<file path="config.mk">
export PLATFORM = sky130hd
export DESIGN_NAME = rr_arbiter_lock
export DESIGN_NICKNAME = d
export VERILOG_FILES = /design/src/rtl/rr_arbiter_lock.sv
export SDC_FILE = /design/constraint.sdc
export NUM_CORES = 1
export LEC_CHECK = 0
export CELL_PAD_IN_SITES_DETAIL_PLACEMENT = 1
export CELL_PAD_IN_SITES_GLOBAL_PLACEMENT = 1
export CORE_ASPECT_RATIO = 0.75
export CORE_MARGIN = 8
export CORE_UTILIZATION = 34
export CTS_CLUSTER_SIZE = 30
export DETAILED_ROUTE_END_ITERATION = 8
export GPL_TIMING_DRIVEN = 0
export PLACE_DENSITY_LB_ADDON = 0.1
export SYNTH_ARGS = -nofsm -noshare
export SYNTH_HDL_FRONTEND = slang
export SYNTH_SLANG_ARGS = --single-unit
export TNS_END_PERCENT = 5
</file>
<file path="constraint.sdc">
create_clock -name clk -period 1.7 [get_ports clk]
set_input_delay 0.17 -clock clk [delete_from_list [all_inputs] [get_ports clk]]
set_output_delay 0.17 -clock clk [all_outputs]
set_load 0.02 [all_outputs]
</file>
<file path="src/rtl/rr_arbiter_lock.sv">
// -----------------------------------------------------------------------------
// rr_arbiter_lock
//
// N-way round-robin arbiter with a registered one-hot grant and grant lock.
// The current owner keeps the grant for as long as its request stays high.
// When other requesters are waiting, MAX_HOLD limits how many consecutive
// cycles one owner may keep the grant. Meant for shared resources such as an
// FPU issue port or a bus master mux, where ownership lasts several cycles.
//
// Parameters
//   N         number of requesters (>= 2)
//   MAX_HOLD  max consecutive grant cycles per owner while others wait;
//             0 = unlimited
//   IDXW      width of grant_idx, derived from N (do not override)
//
// Ports
//   clk          in   1     clock, rising edge
//   rst          in   1     asynchronous, active-low reset
//   req          in   N     request vector, bit i = requester i
//   prio         in   N     high-priority qualifier (RR_ARB_PRIO_EN only)
//   grant        out  N     one-hot grant, registered
//   grant_valid  out  1     |grant, registered
//   grant_idx    out  IDXW  binary index of the owner, 0 when idle
//
// Optional feature
//   RR_ARB_PRIO_EN  When defined, the prio port exists. Arbitration runs over
//                   req & prio whenever that is non-zero, and over req
//                   otherwise. It uses the same pointer and the same rotation
//                   rule. The low class may starve.
// -----------------------------------------------------------------------------
module rr_arbiter_lock #(
  parameter int N        = 4,
  parameter int MAX_HOLD = 4,
  parameter int IDXW     = (N > 1) ? $clog2(N) : 1
) (
  input  logic            clk,
  input  logic            rst,
  input  logic [N-1:0]    req,
`ifdef RR_ARB_PRIO_EN
  input  logic [N-1:0]    prio,
`endif
  output logic [N-1:0]    grant,
  output logic            grant_valid,
  output logic [IDXW-1:0] grant_idx
);

  // ---------------------------------------------------------------------------
  // Constants
  // ---------------------------------------------------------------------------
  localparam logic [0:0] ST_IDLE  = 1'b0;
  localparam logic [0:0] ST_OWNED = 1'b1;

  // The hold counter only has to reach MAX_HOLD-1, where it saturates.
  localparam int              HCW       = (MAX_HOLD > 1) ? $clog2(MAX_HOLD) : 1;
  localparam logic [HCW-1:0]  HOLD_LAST = (MAX_HOLD > 1) ? HCW'(MAX_HOLD - 1) : '0;
  localparam bit              HOLD_LIM  = (MAX_HOLD != 0);

  // The scan position needs one extra bit so that ptr + offset never
  // overflows before it wraps.
  localparam int              PW        = IDXW + 1;
  localparam logic [PW-1:0]   N_P       = PW'(N);

  // ---------------------------------------------------------------------------
  // State
  // ---------------------------------------------------------------------------
  logic [0:0]      state_q,    state_d;
  logic [N-1:0]    grant_q,    grant_d;
  logic [IDXW-1:0] idx_q,      idx_d;
  logic [IDXW-1:0] ptr_q,      ptr_d;
  logic [HCW-1:0]  hold_cnt_q, hold_cnt_d;

  // ---------------------------------------------------------------------------
  // Active request class
  // ---------------------------------------------------------------------------
  logic [N-1:0] active_req;

`ifdef RR_ARB_PRIO_EN
  logic [N-1:0] hp_req;
  assign hp_req     = req & prio;
  assign active_req = (|hp_req) ? hp_req : req;
`else
  assign active_req = req;
`endif

  // ---------------------------------------------------------------------------
  // Rearbitration conditions
  // ---------------------------------------------------------------------------
  // grant_q is already the one-hot encoding of the owner, so it serves as the
  // owner mask without being decoded again.
  logic owner_req;
  logic others_waiting;
  logic timeout;
  logic rearb;

  assign owner_req      = |(req & grant_q);
  assign others_waiting = |(active_req & ~grant_q);
  assign timeout        = HOLD_LIM && (hold_cnt_q == HOLD_LAST) && others_waiting;
  assign rearb          = (state_q == ST_IDLE) || !owner_req || timeout;

  // ---------------------------------------------------------------------------
  // Round-robin pick: the first set bit of active_req, scanning from ptr_q
  // upward and wrapping modulo N.
  // ---------------------------------------------------------------------------
  logic            pick_found;
  logic [IDXW-1:0] pick_idx;
  logic [PW-1:0]   scan_pos;

  // NOTE: every variable written in an always_comb gets a default at the top.
  // Otherwise the block can leave it unassigned on some path and a latch is
  // inferred.
  always_comb begin
    pick_found = 1'b0;
    pick_idx   = '0;
    scan_pos   = '0;
    for (int i = 0; i < N; i++) begin
      // NOTE: these are blocking assignments because scan_pos is a temporary
      // that is reused within the same pass. Registered state is only ever
      // written with <= in always_ff.
      scan_pos = {1'b0, ptr_q} + PW'(i);
      if (scan_pos >= N_P) begin
        scan_pos = scan_pos - N_P;
      end
      if (!pick_found && active_req[scan_pos[IDXW-1:0]]) begin
        pick_found = 1'b1;
        pick_idx   = scan_pos[IDXW-1:0];
      end
    end
  end

  // The pointer moves to the slot just past the winner. A timed-out owner is
  // therefore visited last on the next scan.
  logic [IDXW-1:0] ptr_next;
  assign ptr_next = (pick_idx == IDXW'(N - 1)) ? '0 : pick_idx + 1'b1;

  // ---------------------------------------------------------------------------
  // Next-state logic
  // ---------------------------------------------------------------------------
  always_comb begin
    state_d    = state_q;
    grant_d    = grant_q;
    idx_d      = idx_q;
    ptr_d      = ptr_q;
    hold_cnt_d = hold_cnt_q;

    if (rearb) begin
      hold_cnt_d = '0;
      if (pick_found) begin
        state_d = ST_OWNED;
        grant_d = N'(1) << pick_idx;
        idx_d   = pick_idx;
        ptr_d   = ptr_next;
      end else begin
        // Nobody is requesting. The pointer keeps its value, so fairness
        // carries over the idle period.
        state_d = ST_IDLE;
        grant_d = '0;
        idx_d   = '0;
      end
    end else if (HOLD_LIM && (hold_cnt_q != HOLD_LAST)) begin
      // A sole requester is never preempted. The counter simply parks at
      // MAX_HOLD-1 until somebody else shows up.
      hold_cnt_d = hold_cnt_q + 1'b1;
    end
  end

  // ---------------------------------------------------------------------------
  // Registers
  // ---------------------------------------------------------------------------
  // NOTE: reset is asynchronous, so the outputs drop as soon as rst goes low.
  // That includes the middle of a burst; the burst is not completed first.
  always_ff @(posedge clk or negedge rst) begin
    if (!rst) begin
      state_q    <= ST_IDLE;
      grant_q    <= '0;
      idx_q      <= '0;
      ptr_q      <= '0;
      hold_cnt_q <= '0;
    end else begin
      state_q    <= state_d;
      grant_q    <= grant_d;
      idx_q      <= idx_d;
      ptr_q      <= ptr_d;
      hold_cnt_q <= hold_cnt_d;
    end
  end

  // ---------------------------------------------------------------------------
  // Outputs: every output comes straight from a flop, so there is no
  // combinational path from req to grant.
  // ---------------------------------------------------------------------------
  assign grant       = grant_q;
  assign grant_valid = (state_q == ST_OWNED);
  assign grant_idx   = idx_q;

endmodule

</file>
==> flow_metrics.tcl <==
set metrics [dict create \
    synthesis.area_um2 674.4 \
    period_needed_ns 1.622 \
    crit_start "grant[2]$_DFFE_PN0P_" \
    coreArea_um2 1944 \
    grt_pass1_vias 565 \
    yosysUniqueCellTypes 23 \
    r2r_cells 4 \
    worstSkewPairLatency_ns 0.26 \
    critPathRequiredTime_ns 1.85 \
    pre_cts_ws_ns -0.5814 \
    io_buffer_count 12 \
    yosysSeqAreaShare_pct 40.82 \
    combPwrFrac_pct 57.5 \
    htreeDepth 1 \
    fin_cells 107 \
    ys_warn_count 0 \
    slew_viol_final 0 \
    run_status "complete, no violations" \
    critPathKind "register to register" \
    dp.cells 97 \
    syn_avg_cell_area_um2 11.06 \
    rsz0062_at_grt "false" \
    area_growth_pct 37.85 \
    grt_max_degree 12 \
    ios 13 \
    hold_violations 0 \
    detail_route.wl_per_cell_um 15.37 \
    gr-usage-all-layers_pct 10.21 \
    vias 530 \
    cts_root_buffer "clkbuf_4" \
    ys_seq_elements 11 \
    cts_buffers 3 \
    dr.pass1.iters 2 \
    fmax_mhz 616.5 \
    antenna_found_initial 0 \
    ff2ff_setup_slack_ns 0.08 \
    initial_core_util_pct 34.68 \
    grt_pass1_wl_um 2725 \
    dieArea_um2 3679 \
    power.density_nw_per_um2 1671 \
    maxCapViolCount 0 \
    switching_power_mw 0.6132 \
    layout.nets 95 \
    worstPathArrival_ns 1.77 \
    finalWorstSetupSlack_ns 0.07792 \
    path_clk_slew_ns 0.07 \
    leakage_nw 0.4680 \
    avgViaCountPerCell 4.953 \
    clock_path_buffers 2 \
    holdCritPathClass "primary input to asynchronous set/reset pin" \
    hold_buffers 0 \
    dp_hpwl_um 1189 \
    cts.sinks 11 \
    syn_inst 61 \
    period_share_pct 95.42 \
    die_w_um 67.43 \
    slew_headroom_pct 67.55 \
    tns_ns 0 \
    n_antenna_cell 0 \
    grt-ovfl-total 0 \
    dr.first_iter.drc_count 19 \
    clkPwrFrac_pct 11.4 \
    p_int_mw 0.9405 \
    setup_viol 0 \
    critPathLaunchType "register" \
    ir_drop_mv 0.7042 \
    worst_pin_slew_ns 0.4852 \
    cp_max_fo 7 \
    p_seq_share_pct 31.1 \
    end_kind "register" \
    finClkSkew_ns 0.0004632 \
    postRouteAntennaNets 0 \
    place_congestion 0.6591 \
    drive_gt1_share_pct 22.89 \
    cts_tree "built" \
    drt-total-wl_um 1645 \
    power_switching_share_pct 39.47 \
    worstReg2RegEnd "grant_idx[0]$_DFFE_PN0P_" \
    die_h_um 54.57 \
    syn_nets 72 \
    rows 14 \
    worstReg2RegStart "grant[2]$_DFFE_PN0P_" \
    drc 0 \
]
## sequential cells by signal, summed over array words and instances (netlist names)
name	count
grant_idx	2
hold_cnt_q	2
ptr_q	2
grant	4
grant_valid	1
## layer usage
layer | GRT usage [%] | wire (um) | share of wire, %
met1 | 11.53 | 735 | 45
met2 | 17.27 | 795 | 48
met3 | 3.476 | 90 | 5.5
met4 | 4.844 | 23 | 1.4
met5 | 0 | 0 | 0
## area by class of cell
class	instances	area (um^2)
Fill cell	220	1015
Multi-Input combinational cell	41	387.9
Clock buffer	4	26.28
Timing Repair Buffer	18	175.2
Tap cell	24	30.03
Inverter	8	30.03
Sequential cell	11	275.3
Buffer	1	5.005
## worst max path at each step
stage / end / slack (ns) / cells after the start
floorplan: ptr_q[1]$_DFFE_PN0P_ / 0.02 / 4
global placement: ptr_q[1]$_DFFE_PN0P_ / -0.54 / 5
detailed placement: ptr_q[1]$_DFFE_PN0P_ / -0.58 / 5
CTS: ptr_q[1]$_DFFE_PN0P_ / 0.0002 / 5
global route: grant_idx[0]$_DFFE_PN0P_ / 0.0002 / 4
finish: grant_idx[0]$_DFFE_PN0P_ / 0.08 / 4
## synthesized netlist by cell type (all sizes together)
library cell	number	share of area, %
nor2b	4	4.8
a31oi	1	0.93
a21oi	3	2.2
or4	1	1.1
a2bb2oi	2	2.6
mux2i	6	8.9
nand3b	1	1.1
nor2	2	1.1
mux2	3	6.1
buf	1	0.74
a22oi	2	2.2
xor2	1	1.3
ha	5	9.3
dfrtp	11	41
nand3	1	2.6
clkinv	1	0.56
a211oi	1	1.1
nand2	6	3.3
nor3b	1	1.1
inv	7	3.9
o41ai	1	4.1
## worst max-delay path, cell delays in order, from the launching register on
cell and delay [ns]:
dfrtp_1 0.42, nor2b_1 0.10, o41ai_4 0.45, nand3_4 0.19, mux2_4 0.34
## repair_timing
action,in CTS,in global routing
pin swaps,2,2
setup buffers,5,1
endpoints found under the hold margin,0,0
setup endpoints to repair,7,6
resized for setup,2,6
## power groups by stage
| stage | Clock, mW | Sequential (mW) | Combinational (mW) |
|---|---|---|---|
| 2_1_floorplan | 0 | 0.534 | 0.437 |
| 3_3_place_gp | 0 | 0.476 | 0.731 |
| 3_5_place_dp | 0 | 0.482 | 0.753 |
| 4_1_cts | 0.188 | 0.480 | 0.852 |
| 5_1_grt | 0.203 | 0.502 | 0.977 |
| 6_report | 0.177 | 0.483 | 0.894 |
## layout by cell type, fill, tap and decap left out, drive strengths merged, types with 2 or more instances in the layout
cell type,count
dlymetal6s2s,4
nor2b,4
clkbuf,4
buf,7
nand2,6
dfrtp,11
ha,5
inv,7
clkdlybuf4s50,8
mux2i,6
a21oi,3
a2bb2oi,2
mux2,3
nor2,2
a22oi,2
## stage by stage
| stage | area (um^2) | util [%] | hold slack, ns | total power, mW |
|---|---|---|---|---|
| 2_1_floorplan | 674.4 | - | -0.1256 | 0.9707 |
| 3_3_place_gp | 824.5 | 42.41 | 0.4940 | 1.206 |
| 3_5_place_dp | 824.5 | 42.41 | 0.4969 | 1.235 |
| 4_1_cts | 899.6 | 46.27 | 0.2443 | 1.520 |
| 5_1_grt | 929.6 | 47.81 | 0.2692 | 1.681 |
| 6_report | 929.6 | 47.81 | 0.2337 | 1.554 |
## logic make-up after synthesis
group                    Yosys count  synth area share (%)
AO/OA/AOI/OAI                     10                 13.17
buffers and inverters              9                 5.194
adder cells (fa/ha/maj)            5                 9.276
XOR/XNOR                           1                 1.299
flip-flops                        11                 40.82
AND/OR/NAND/NOR                   16                 15.22
multiplexers                       9                 15.03
(Power assumes the default switching activity.)
